[src/rtl/movegen_sequencer.sv]
// Move-generation control stage: walks the side-to-move's pieces in ascending square order,
// strobes each origin into the array and streams the resulting (from,to) pairs to a consumer.
module movegen_sequencer #(
  parameter int NSQ   = 64,
  parameter int CNT_W = 8,
  localparam int IDX_W = $clog2(NSQ)
) (
  input  logic             clk,
  input  logic             rst_n,
  input  logic             start,
  input  logic             wtp_in,
  input  logic [NSQ-1:0]   play_mask,
  input  logic [NSQ-1:0]   target_square,
  output logic [NSQ-1:0]   emit_move,
  output logic             wtp,
  output logic             busy,
  output logic             done,
  output logic             move_valid,
  input  logic             move_ready,
  output logic [IDX_W-1:0] move_from,
  output logic [IDX_W-1:0] move_to,
  output logic [CNT_W-1:0] move_count
);

  typedef enum logic [2:0] {IDLE, SCAN, EMIT, DRAIN, DONE} state_t;

  state_t           state, state_n;
  logic [NSQ-1:0]   pmask, pmask_n;
  logic [NSQ-1:0]   tmask, tmask_n;
  logic [IDX_W-1:0] cur, cur_n;
  logic             wtp_n;
  logic [CNT_W-1:0] cnt_n;
  logic [IDX_W-1:0] last_from, last_from_n;
  logic [IDX_W-1:0] last_to, last_to_n;
  logic [IDX_W-1:0] lo_p, lo_t;

  function automatic logic [IDX_W-1:0] lowest_set(input logic [NSQ-1:0] m);
    logic [IDX_W-1:0] r;
    r = '0;
    for (int i = NSQ - 1; i >= 0; i--) begin
      if (m[i]) r = IDX_W'(i);
    end
    return r;
  endfunction

  function automatic logic [NSQ-1:0] onehot(input logic [IDX_W-1:0] idx);
    logic [NSQ-1:0] r;
    r = '0;
    r[idx] = 1'b1;
    return r;
  endfunction

  function automatic logic [CNT_W-1:0] sat_inc(input logic [CNT_W-1:0] c);
    if (&c) return c;
    return c + CNT_W'(1);
  endfunction

  assign lo_p = lowest_set(pmask);
  assign lo_t = lowest_set(tmask);

  always_comb begin
    state_n     = state;
    pmask_n     = pmask;
    tmask_n     = tmask;
    cur_n       = cur;
    wtp_n       = wtp;
    cnt_n       = move_count;
    last_from_n = last_from;
    last_to_n   = last_to;
    case (state)
      IDLE: begin
        if (start) begin
          pmask_n = play_mask;
          wtp_n   = wtp_in;
          cnt_n   = '0;
          state_n = SCAN;
        end
      end
      SCAN: begin
        if (pmask == '0) begin
          state_n = DONE;
        end else begin
          cur_n   = lo_p;
          pmask_n = pmask & ~onehot(lo_p);
          state_n = EMIT;
        end
      end
      EMIT: begin
        // A piece never moves onto its own square, whatever the array reports.
        tmask_n = target_square & ~onehot(cur);
        state_n = (tmask_n != '0) ? DRAIN : SCAN;
      end
      DRAIN: begin
        if (move_ready) begin
          tmask_n     = tmask & ~onehot(lo_t);
          cnt_n       = sat_inc(move_count);
          last_from_n = cur;
          last_to_n   = lo_t;
          if (tmask_n == '0) state_n = SCAN;
        end
      end
      DONE:    state_n = IDLE;
      default: state_n = IDLE;
    endcase
  end

  always_ff @(posedge clk or negedge rst_n) begin
    if (!rst_n) begin
      state      <= IDLE;
      pmask      <= '0;
      tmask      <= '0;
      cur        <= '0;
      wtp        <= 1'b0;
      move_count <= '0;
      last_from  <= '0;
      last_to    <= '0;
    end else begin
      state      <= state_n;
      pmask      <= pmask_n;
      tmask      <= tmask_n;
      cur        <= cur_n;
      wtp        <= wtp_n;
      move_count <= cnt_n;
      last_from  <= last_from_n;
      last_to    <= last_to_n;
    end
  end

  // Outside DRAIN the stream fields hold the last accepted move rather than tracking cur.
  assign emit_move  = (state == EMIT) ? onehot(cur) : '0;
  assign busy       = (state == SCAN) || (state == EMIT) || (state == DRAIN);
  assign done       = (state == DONE);
  assign move_valid = (state == DRAIN);
  assign move_from  = (state == DRAIN) ? cur  : last_from;
  assign move_to    = (state == DRAIN) ? lo_t : last_to;

endmodule

[config.mk]
export PLATFORM = sky130hd
export DESIGN_NAME = movegen_sequencer
export DESIGN_NICKNAME = d
export VERILOG_FILES = /design/src/rtl/movegen_sequencer.sv
export SDC_FILE = /design/constraint.sdc
export NUM_CORES = 1
export LEC_CHECK = 0
export ABC_AREA = 1
export CORE_UTILIZATION = 57
export DETAILED_ROUTE_END_ITERATION = 10
export GPL_TIMING_DRIVEN = 0
export PLACE_DENSITY = 0.95
export SYNTH_ARGS = -nofsm -noshare
export SYNTH_HDL_FRONTEND = slang
export SYNTH_SLANG_ARGS = --single-unit
[constraint.sdc]
create_clock -name clk -period 9.5 [get_ports clk]
set_clock_uncertainty 0.15 [all_clocks]
set_input_delay 1.9 -clock clk [delete_from_list [all_inputs] [get_ports clk]]
set_output_delay 1.9 -clock clk [all_outputs]
set_load 0.005 [all_outputs]
Yosys cells after proc, flatten, opt, wreduce, memory -nomap -nowiden
Cells that the tools add are included.

operators by class
  reductions and logical operators = 20
  divide/modulo/power cells = 0
  $mul = 0
  shift-type cells = 0
  bitwise operators = 7
  mux-type cells = 155
  add/sub/neg operators = 1
  magnitude comparators = 6
  equal/unequal tests = 9

operators by type and width
  cell                   count
  $mux W6                130
  $mux W64               4
  $pmux W64 S2           2
  $and A64 B64 Y64       3
  $not A64 Y64           3
  $logic_not A64 Y1      2
  $reduce_bool A64 Y1    1
  $mux W8                3
  $lt A6 B7 Y1 const B   3
  $demux W1 S6           3
  $ge A6 B1 Y1 const B   3
  $pmux W8 S2            1
  $mux W3                4
  $pmux W3 S4            1
  $add A8 B1 Y8 const B  1
  $reduce_and A2 Y1      4
  $reduce_and A8 Y1      1
  $eq A3 B2 Y1 const B   2
  $mux W1                6
  $reduce_and A3 Y1      2
  $reduce_bool A2 Y1     3
  $ne A2 B1 Y1 const B   2
  $ne A2 B2 Y1 const B   2
  $reduce_and A4 Y1      1
  other kinds (8)        11

storage, ports and cells
  register bits after elaboration = 158
  memories = 0
  bits in latches = 0
  memory bits (read-only) = 0
  RAM bits = 0

Longest topological paths before layout
  depth after elaboration = 74
  depth in mapped cells = 74

Least setup slack after synthesis
No wires, ideal clock.

  path kind = register to output
  start point = register tmask[62]
  end point = output port move_to[0]
  arrival time = 3485 ps
  buffers on the path = 1
  stages on the path, launching flop included = 67
  data required time = 7450 ps
  path slack = 3965 ps
  path through = dfrtp_1 > inv_1 > nand2_1 > nand2_1 > nand2_1 > nand2_1 > nand2_1 > nand2_1 > nand2_1 > nand2_1 > nand2_1 > nand2_1 > nand2_1 > nand2_1 > nand2_1 > nand2_1 > nand2_1 > nand2_1 > [31 not listed] > nand2_1 > nand2_1 > nand2_1 > nand2_1 > nand2_1 > nand2_1 > nand2_1 > nand2_1 > nand2_1 > nand2_1 > nand2_1 > nand2_1 > nand2_1 > nand2_2 > nand2_4 > nand2_4 > buf_4 > o21ai_0

on the way
  longest elaborated chain between the ends = 64

RTL lines
  item                    RTL line  RTL
  start, declared         29        logic [NSQ-1:0] tmask, tmask_n;
  start signal, assigned  120       tmask <= tmask_n;
  $mux W6 (63 in a row)   41        if (m[i]) r = IDX_W'(i);
  $mux W6                 135       assign move_to = (state == DRAIN) ? lo_t : last_to;
  end, declared           21        output logic [IDX_W-1:0] move_to,

No other way between the ends.

Final worst setup path
Ends and elaborated chain as after synthesis.

==> run summary <==
Outcome = completed
Wirelength, routed = 45300 um
Ports = 221
Crit-path slowest cell = clkdlybuf4s50_1
CTS max path bufs = 2
Worst r2r src = tmask[62]
Unrepaired setup endpoints after global routing = false
Initial core utilization = 58.1%
CP peak stage delay = 0.53 ns
Total of max-cap violations = 0
Core ar. = 0.0194 mm2
Most frequent cell after synthesis = nand2_1
Die extent in x = 143 um
Syn Area/Cell = 6.42 um2
Placed Cells = 2241
# setup viols final = 0
Final Hold Vio Count = 0
Hold Path End = last_to[2]
Path type of the worst setup path = register to output pin
DRC = 0
PwrDens = 312 mW/mm2
DRT antenna net count = 0
Vias in the first global route = 13365
CP Capture Type = output pin
Min Tclk post-route = 7.30 ns
Die height = 143 um
TritonRoute pass-1 iters = 8
Predominant post-synthesis flop cell = dfrtp_1
Tcrit/Tclk final = 76.8%
Sum Neg Setup Slack = 0 ns
Number of synthesized flops with an enable pin = 0
Yosys warnings = 0
I/O Buffers = 220
Min-delay worst type = register to register
Arrival time at the worst endpoint = 5.25 ns
Max rail drop VDD = 0.214 mV
CTS tree = done
Syn_nets = 1889
Reg2reg path depth = 73
Max-slew headroom = 30.2%
Post-synth top cells = nand2_1, o21ai_0, inv_1, dfrtp_1, nor2_1
Top post-synthesis cells by area = dfrtp_1, nand2_1, o21ai_0, inv_1, nor2_1
Seq/Total Area, Yosys = 35.1%
R2R Setup Slk = 3.89 ns
Vias = 13887
# hold bufs at CTS = 0
Setup bufs post-CTS = 0
Largest net degree at the start of global routing = 100
Vias/cell = 6.11
Final #Nets = 2129
Worst skew pair latency = 0.45 ns
P_leak = 6.31 nW
Yosys reg bits = 158
DRT iter0 DRCs = 1550
Crit path max fanout = 10
Cell mode on critical path = nand2_1
Row cnt = 51
Num CTS Buffers = 17
CP startpoint kind = register
Clk slew on worst S/H paths = 0.07 ns
Ys async rst share = 100%
Gr ovfl total = 0
Die area = 0.0203 mm2
Finished Cell Area = 0.0144 mm2
Final Non-Filler Cells = 2274
FMAX = 0.137 GHz
Layout area overhead = 28.2%
Initial antenna violation count = 2
Mapped Area = 0.0113 mm2
HP Start = last_to[2]
CTS root buffer = clkbuf_16
R2R Path End = state[1]
DP Area = 0.0138 mm2
Worst Hold Depth = 2
Worst EP required = 7.45 ns
Post-detail-place hpwl = 33600 um
Unique masters post-synth = 40
Layout cells sized above 1 = 2.64%
Post-cts sizing count = 0
All-Layer GR Usage = 45.6%
First-pass GRT wire length = 70000 um
H-tree depth = 4
Yosys top cell area share = 35.1%
Global placement routability congestion = 1.09
Wirelength per Cell = 19.9 um
Area leader, netlist = dfrtp_1
Measured slew at the worst slew-check pin = 1.04 ns
Number of clock sinks = 158
Max Slew Vio Count = 0
Gate Count Post-Synth = 1755
critical path, delay by kind of cell (launching register included):
kind	cells	cell delay [ns]
AOI/OAI and AO/OA	1	0.15
and+or+nand+nor	63	3.46
DFF	1	0.39
buffers and inverters	3	0.80
where the power goes:
group / switching (W) / internal, W / total (W)
clock: 0.000329 / 0.000404 / 0.000733
sequential: 0.000203 / 0.000914 / 0.00112
combinational: 0.00180 / 0.000846 / 0.00265
total: 0.00234 / 0.00216 / 0.00450
routing by layer:
metal / share of wire [%] / wire [um] / up-vias / track usage [%]
li1: - / - / 6358 / -
met1: 36 / 16400 / 6309 / 53.7
met2: 46 / 20700 / 993 / 73.8
met3: 11 / 5160 / 225 / 11.8
met4: 6.8 / 3060 / 2 / 29.9
met5: 0.029 / 13 / - / 0
worst max-delay path by stage:
stage               cells after the start          to  slack [ns]      start
floorplan                              66  move_to[0]        3.97  tmask[62]
global placement                        1   pmask[13]      -0.007      rst_n
detailed placement                     67  move_to[0]        2.79  tmask[62]
CTS                                    67  move_to[0]        2.29  tmask[62]
global route                           67  move_to[0]        1.66  tmask[62]
finish                                 67  move_to[0]        2.20  tmask[62]
layout by cell type (no fill, tap or decap), types with 3 or more instances in the layout:
| cell type | n |
|---|---|
| o21ai_1 | 7 |
| a21oi_1 | 91 |
| nand4_1 | 46 |
| inv_1 | 191 |
| buf_6 | 3 |
| nor4_1 | 10 |
| nand2_1 | 505 |
| a22oi_1 | 57 |
| clkdlybuf4s50_1 | 219 |
| clkbuf_16 | 17 |
| o211ai_1 | 57 |
| o21ai_0 | 213 |
| clkinv_1 | 4 |
| dfrtp_1 | 158 |
| buf_1 | 6 |
| inv_6 | 7 |
| o21bai_1 | 4 |
| nor3_1 | 67 |
| nand3_1 | 67 |
| clkbuf_1 | 80 |
| o31ai_1 | 4 |
| nor2_1 | 154 |
| a31oi_1 | 3 |
registers in the layout (all words and copies together) (netlist names):
signal and flops:
pmask 64, tmask 64, move_count 8, cur 6
last_from 6, last_to 6, state 3, wtp 1
cell families after synthesis:
kind of cell / Yosys count / share of synthesized area [%]
AND/OR/NAND/NOR: 858 / 31.7
buffers and inverters: 290 / 10.1
adder cells (fa/ha/maj): 1 / 0.111
AO/OA/AOI/OAI: 446 / 22.9
flip-flops: 158 / 35.1
XOR/XNOR: 2 / 0.156
through the flow:
stage / hold slack (ns) / worst slack (ns) / util (%) / power [W]
finish: 0.340 / 2.20 / 74.4 / 0.00450
global route: 0.363 / 1.66 / 74.4 / 0.00478
CTS: 0.341 / 2.29 / 74.4 / 0.00439
detailed placement: 0.324 / 2.79 / 71.3 / 0.00365
global placement: 0.312 / -0.00737 / 71.1 / 0.00359
floorplan: 0.303 / 3.97 / - / 0.00275
layout make-up:
cell class / count / area, um2
clock inverter: 14 / 165
inverter: 197 / 739
sequential: 158 / 3950
clock buffer: 18 / 439
fill: 1589 / 4960
multi-input combinational: 1307 / 6190
buffer: 93 / 393
antenna: 1 / 2.50
timing repair buffer: 221 / 2230
tap: 265 / 332
(Power assumes the default switching activity.)
